File: config.mk
export PLATFORM = sky130hd
export DESIGN_NAME = csr_rmw_ctrl
export DESIGN_NICKNAME = d
export VERILOG_FILES = /design/src/rtl/csr_rmw_ctrl.sv
export SDC_FILE = /design/constraint.sdc
export NUM_CORES = 1
export LEC_CHECK = 0
export ABC_AREA = 1
export CAP_MARGIN = 20
export CORE_UTILIZATION = 46
export CTS_CLUSTER_DIAMETER = 120
export DETAILED_ROUTE_END_ITERATION = 16
export HOLD_SLACK_MARGIN = 0.02
export MAX_ROUTING_LAYER = met4
export PLACE_DENSITY = 0.8
export RECOVER_POWER = 100
export SLEW_MARGIN = 10
export SYNTH_ARGS = -nofsm -noshare
export SYNTH_HDL_FRONTEND = slang
export SYNTH_SLANG_ARGS = --single-unit
File: constraint.sdc
create_clock -name clk_i -period 1.8 [get_ports clk_i]
set_input_delay 0.36 -clock clk_i [delete_from_list [all_inputs] [get_ports clk_i]]
set_output_delay 0.36 -clock clk_i [all_outputs]
set_load 0.1 [all_outputs]
File: src/rtl/csr_rmw_ctrl.sv
// Read-modify-write sequencer for CSR instructions: reads the addressed CSR, checks
// legality, emits one en/set/clear pulse for legal writes and returns the old value.
module csr_rmw_ctrl #(
   parameter int XLEN   = 32,
   parameter int ADDR_W = 12
) (
   input  logic              clk_i,
   input  logic              rst_i,
   input  logic              req_valid_i,
   output logic              req_ready_o,
   input  logic [1:0]        req_op_i,
   input  logic [ADDR_W-1:0] req_addr_i,
   input  logic [XLEN-1:0]   req_wdata_i,
   input  logic              req_nowrite_i,
   output logic              rsp_valid_o,
   input  logic              rsp_ready_i,
   output logic [XLEN-1:0]   rsp_rdata_o,
   output logic              rsp_illegal_o,
   output logic [ADDR_W-1:0] csr_addr_o,
   input  logic [XLEN-1:0]   csr_rdata_i,
   input  logic              csr_exists_i,
   output logic              csr_en_o,
   output logic [XLEN-1:0]   csr_set_o,
   output logic [XLEN-1:0]   csr_clear_o
);

   // Handshakes: a transfer happens on a rising edge where valid and ready are both
   // high; the sender holds valid and payload stable until then, and the receiver
   // may raise or drop ready freely.

   typedef enum logic [1:0] {
      ST_IDLE  = 2'd0,
      ST_READ  = 2'd1,
      ST_WRITE = 2'd2,
      ST_RESP  = 2'd3
   } state_e;

   localparam logic [1:0] OP_RES = 2'b00;
   localparam logic [1:0] OP_RW  = 2'b01;
   localparam logic [1:0] OP_RS  = 2'b10;
   localparam logic [1:0] OP_RC  = 2'b11;

   state_e            state_q;
   logic [1:0]        op_q;
   logic [ADDR_W-1:0] addr_q;
   logic [XLEN-1:0]   wdata_q;
   logic              nowrite_q;
   logic              ready_q;
   logic              rsp_valid_q;
   logic              rsp_illegal_q;
   logic [XLEN-1:0]   old_q;
   logic              en_q;
   logic [XLEN-1:0]   set_q;
   logic [XLEN-1:0]   clear_q;

   logic              write_intended;
   logic              rd_illegal;

   // RW always writes; nowrite only suppresses RS/RC.
   always_comb begin
      write_intended = (op_q == OP_RW) || !nowrite_q;
      rd_illegal     = !csr_exists_i
                    || (op_q == OP_RES)
                    || (write_intended && (addr_q[ADDR_W-1 -: 2] == 2'b11));
   end

   always_ff @(posedge clk_i) begin
      if (rst_i) begin
         state_q       <= ST_IDLE;
         ready_q       <= 1'b1;
         op_q          <= OP_RES;
         addr_q        <= '0;
         wdata_q       <= '0;
         nowrite_q     <= 1'b0;
         rsp_valid_q   <= 1'b0;
         rsp_illegal_q <= 1'b0;
         old_q         <= '0;
         en_q          <= 1'b0;
         set_q         <= '0;
         clear_q       <= '0;
      end else begin
         case (state_q)
            ST_IDLE: begin
               if (req_valid_i && ready_q) begin
                  op_q      <= req_op_i;
                  addr_q    <= req_addr_i;
                  wdata_q   <= req_wdata_i;
                  nowrite_q <= req_nowrite_i;
                  ready_q   <= 1'b0;
                  state_q   <= ST_READ;
               end
            end
            ST_READ: begin
               if (rd_illegal) begin
                  old_q         <= '0;
                  rsp_illegal_q <= 1'b1;
                  rsp_valid_q   <= 1'b1;
                  state_q       <= ST_RESP;
               end else if (!write_intended) begin
                  old_q         <= csr_rdata_i;
                  rsp_illegal_q <= 1'b0;
                  rsp_valid_q   <= 1'b1;
                  state_q       <= ST_RESP;
               end else begin
                  old_q         <= csr_rdata_i;
                  rsp_illegal_q <= 1'b0;
                  en_q          <= 1'b1;
                  state_q       <= ST_WRITE;
                  case (op_q)
                     OP_RW: begin
                        set_q   <= wdata_q;
                        clear_q <= '1;
                     end
                     OP_RS: begin
                        set_q   <= wdata_q;
                        clear_q <= '0;
                     end
                     OP_RC: begin
                        set_q   <= '0;
                        clear_q <= wdata_q;
                     end
                     default: begin
                        set_q   <= '0;
                        clear_q <= '0;
                     end
                  endcase
               end
            end
            ST_WRITE: begin
               en_q        <= 1'b0;
               set_q       <= '0;
               clear_q     <= '0;
               rsp_valid_q <= 1'b1;
               state_q     <= ST_RESP;
            end
            ST_RESP: begin
               if (rsp_ready_i) begin
                  rsp_valid_q <= 1'b0;
                  ready_q     <= 1'b1;
                  state_q     <= ST_IDLE;
               end
            end
            default: begin
               ready_q <= 1'b1;
               state_q <= ST_IDLE;
            end
         endcase
      end
   end

   // Reset aborts in the cycle it is seen, so the pulse and handshakes are masked by it.
   assign req_ready_o   = ready_q & ~rst_i;
   assign rsp_valid_o   = rsp_valid_q & ~rst_i;
   assign rsp_rdata_o   = old_q;
   assign rsp_illegal_o = rsp_illegal_q;
   assign csr_addr_o    = addr_q;
   assign csr_en_o      = en_q & ~rst_i;
   assign csr_set_o     = rst_i ? '0 : set_q;
   assign csr_clear_o   = rst_i ? '0 : clear_q;

endmodule

==> reports/results.tsv <==
stage	metric	value	unit
layout	ANT cells	0	
yosys	post-synth top area cell	dfxtp_1	
worst_setup_path	critical path type	in2out	
worst_setup_path	reg2reg setup slack	110	ps
sta	Final Max Tran Viols	0	
worst_setup_path	Cell Chain, Critical Path	buf_2 -> buf_12 -> buf_4 -> nor2_4 -> buf_6	
worst_setup_path	FF-to-FF End	set_q[9]$_SDFFE_PP0P_	
power	Comb power frac	0.331	
yosys	post-synthesis sequential area ratio	0.4897	
min_path	end of the worst hold path	rsp_rdata_o[2]$_SDFFE_PP0P_	
worst_setup_path	Critical Path RT	1440	ps
floorplan	Std-Cell Rows	41	
layout	# fillers	886	
global_route	Global Route met2 Usage	0.4840	
clock_network	H-tree levels	4	
floorplan	Die Y	117.1	um
clock_network	hold_buf cts	0	
sta	final worst setup slack	89.82	ps
placed_design	post-DP HPWL	12410	um
global_route	met1 GRT Util	0.3167	
layout	Register Area	2985	um^2
power	Internal	7074	uW
layout	synth-to-layout area growth	53.23	%
clock_network	CTS resizes	0	
clock_network	Clock Tree Buf Depth	2	
power	Switch Pwr	4371	uW
layout	layout cells sized above 1	0.2530	
worst_setup_path	Worst Reg-to-Reg Cells	8	
global_route	grt ovf	0	
global_route	M3 GR Usage	0.05510	
worst_setup_path	CP max FO	35	
sta	Final period util	0.9501	
placed_design	placed cells	1141	
power	PwrDens	1226	nW/um^2
drt	DRT iter0 DRCs	411	
sta	Clock Skew	9.080	ps
layout	multi-input combinational cell area	2454	um^2
worst_setup_path	Setup crit end kind	output port	
yosys	share of Yosys cell area claimed by the top area cell type	0.4897	
floorplan	die area	13710	um^2
drt	antenna viol nets, final	0	
global_route	first-pass GRT wire length	28940	um
clock_network	Clock Root Buffer	clkbuf_16	
floorplan	initial core utilization	0.4768	
yosys	Avg Inst Size Synth	7.510	um^2
layout	Final Util	0.7306	
worst_setup_path	worst r2r src	op_q[0]$_SDFFE_PP0P_	
clock_network	clk sinks	149	
global_route	largest net degree at the start of global routing	53	
sta	Tightest Pin Transition	572.7	ps
global_route	GRT Util Overall	0.2844	
global_route	antenna violations before repair	0	
yosys	Post-synth EDFFs	0	
power	P_leak	0.003440	uW
drt	DR vias	6158	
sta	RSZ-0062 raised after global routing	false	
power	peak supply drop	784.7	uV
worst_setup_path	Critical Path Source Type	input port	
yosys	Synth Net Count	903	
sta	slew margin rel.	0.6199	
power	Pwr Total	11440	uW
drt	Residual DRC	0	
placed_design	routability cong.	0.8701	
drt	drt wl/cell	15.88	um
min_path	worst hold start	rst_i	
min_path	Worst Hold Path Cells	3	
placed_design	dpl ws	-30.80	ps
clock_network	TritonCTS clock tree	yes	
sta	minimum clock period	1710	ps
yosys	synthesized area	6091	um^2
drt	Routed Wire Length	18670	um
floorplan	I/O Pins	196	
sta	setup TNS	0	ps
clock_network	Clk Latency, worst-skew pair	420	ps
worst_setup_path	Worst Path Arrival	1350	ps
clock_network	CTS buffer count	17	
global_route	Top Usage Layer GRT	met2	
sta	Setup violations, final	0	
power	share of total power in the clock network	0.324	
sta	f_max	0.5847	GHz
drt	Vias/cell	5.236	
outcome	outcome	finished clean	
yosys	Seq cells post-synth	149	
layout	post-route insts no fill	1176	
yosys	synth top area cells	dfxtp_1 49%, o21ai_0 11%, nand2_1 8.6%	
yosys	Synth cell types	25	
worst_setup_path	CP max stage delay	340	ps
min_path	Hold WC Path Type	in2reg	
power	Seq pwr share	0.345	
clock_network	Clock Pin Slew Worst Setup and Hold Paths	60	ps
yosys	Async SR Flop Fraction	0	
yosys	synthesized netlist cell count	811	
clock_network	post-CTS setup buffers	0	
floorplan	placeable core area	12770	um^2
run	Max Cap Viol	0	
placed_design	Port Buffer Count	195	
yosys	dominant synthesized flop cell	dfxtp_1	
power	Sw Ratio	0.3819	
drt	drt first pass iters	5	
yosys	Synth Warn #	0	
floorplan	Chip Width	117.1	um
sta	endpoints failing hold	0	
worst_setup_path	slowest CP cell	buf_4	
global_route	vias in the first global route	5940	
layout	# nets final	1083	
-- layout by cell type, fill, tap and decap left out, drive strengths merged, types with 17 or more instances in the layout --
cell           Yosys  layout
a21oi             81      81
inv              126      77
clkbuf            24      81
buf               35      79
clkinvlp           0      50
nand2            144     144
nand4             17      17
nor2              24      24
clkdlybuf4s50      0      82
o21ai            148     148
nand3             52      52
dfxtp            149     149
-- worst max-delay path: cells and delay by family --
kind | cells | cell delay [ps]
simple gates | 1 | 80
buf+inv | 4 | 900
-- registers in the layout, indices dropped and copies added, names as in the netlist --
signal         cells
ready_q            1
rsp_rdata_o       32
op_q               2
wdata_q           32
en_q               1
state_q            2
rsp_illegal_o      1
set_q             32
csr_addr_o        12
rsp_valid_q        1
nowrite_q          1
clear_q           32
-- power groups by stage --
stage | Combinational, uW | Sequential [uW] | Clock [uW]
global route | 4060 | 3990 | 3860
CTS | 4180 | 4010 | 3730
global placement | 4080 | 4050 | 0
finish | 3790 | 3950 | 3710
floorplan | 1840 | 4850 | 0
detailed placement | 4140 | 4080 | 0
-- metal layers --
layer | part of all wire | vias up
met5 | 0 | -
met2 | 0.51 | 259
met4 | 0.027 | 0
met1 | 0.40 | 2883
met3 | 0.062 | 44
li1 | - | 2972
-- area by class of cell --
type | count | area share
Inverter | 126 | 0.06904
Clock buffer | 22 | 0.04974
Timing Repair Buffer | 220 | 0.2590
Clock inverter | 10 | 0.01636
Multi-Input combinational cell | 477 | 0.2629
Tap cell | 172 | 0.02306
Sequential cell | 149 | 0.3199
-- synthesized netlist by cell type (2+ instances only) --
| cell type | count |
|---|---|
| nand4_1 | 16 |
| inv_2 | 3 |
| o21ai_2 | 10 |
| clkbuf_1 | 24 |
| nor2_4 | 2 |
| a21oi_1 | 81 |
| buf_6 | 2 |
| nor2_2 | 2 |
| o21ai_0 | 128 |
| dfxtp_1 | 149 |
| o21ai_1 | 10 |
| nand2_1 | 140 |
| ha_1 | 8 |
| inv_1 | 123 |
| buf_4 | 6 |
| nand3_1 | 51 |
| buf_2 | 26 |
| nand2_2 | 4 |
| nor2_1 | 20 |
-- how the worst max path moves through the flow --
stage	from	end	slack, ps	depth (start not counted)
after floorplan	rst_i	csr_set_o[1]	-370	2
after global placement	csr_exists_i	set_q[17]$_SDFFE_PP0P_	40	7
after detailed placement	csr_exists_i	set_q[4]$_SDFFE_PP0P_	-30	7
after CTS	rst_i	csr_set_o[28]	100	5
after global routing	op_q[0]$_SDFFE_PP0P_	set_q[15]$_SDFFE_PP0P_	10	7
final	rst_i	csr_set_o[28]	90	5
-- per-stage QoR --
stage                     hold WS [ps]  area, um^2
final                            432.9        9333
after global routing             436.0        9333
after global placement           447.0        9652
after detailed placement         452.2        9652
after floorplan                  435.5        6377
after CTS                        417.6       10270
-- cell families after synthesis --
| group | Yosys count | share of synthesized area |
|---|---|---|
| buf+inv | 185 | 0.1255 |
| flops | 149 | 0.4897 |
| simple gates | 239 | 0.1728 |
| compound gates | 230 | 0.1956 |
| fa+ha+maj | 8 | 0.01643 |
No activity file was read; power rests on OpenSTA's default activity.
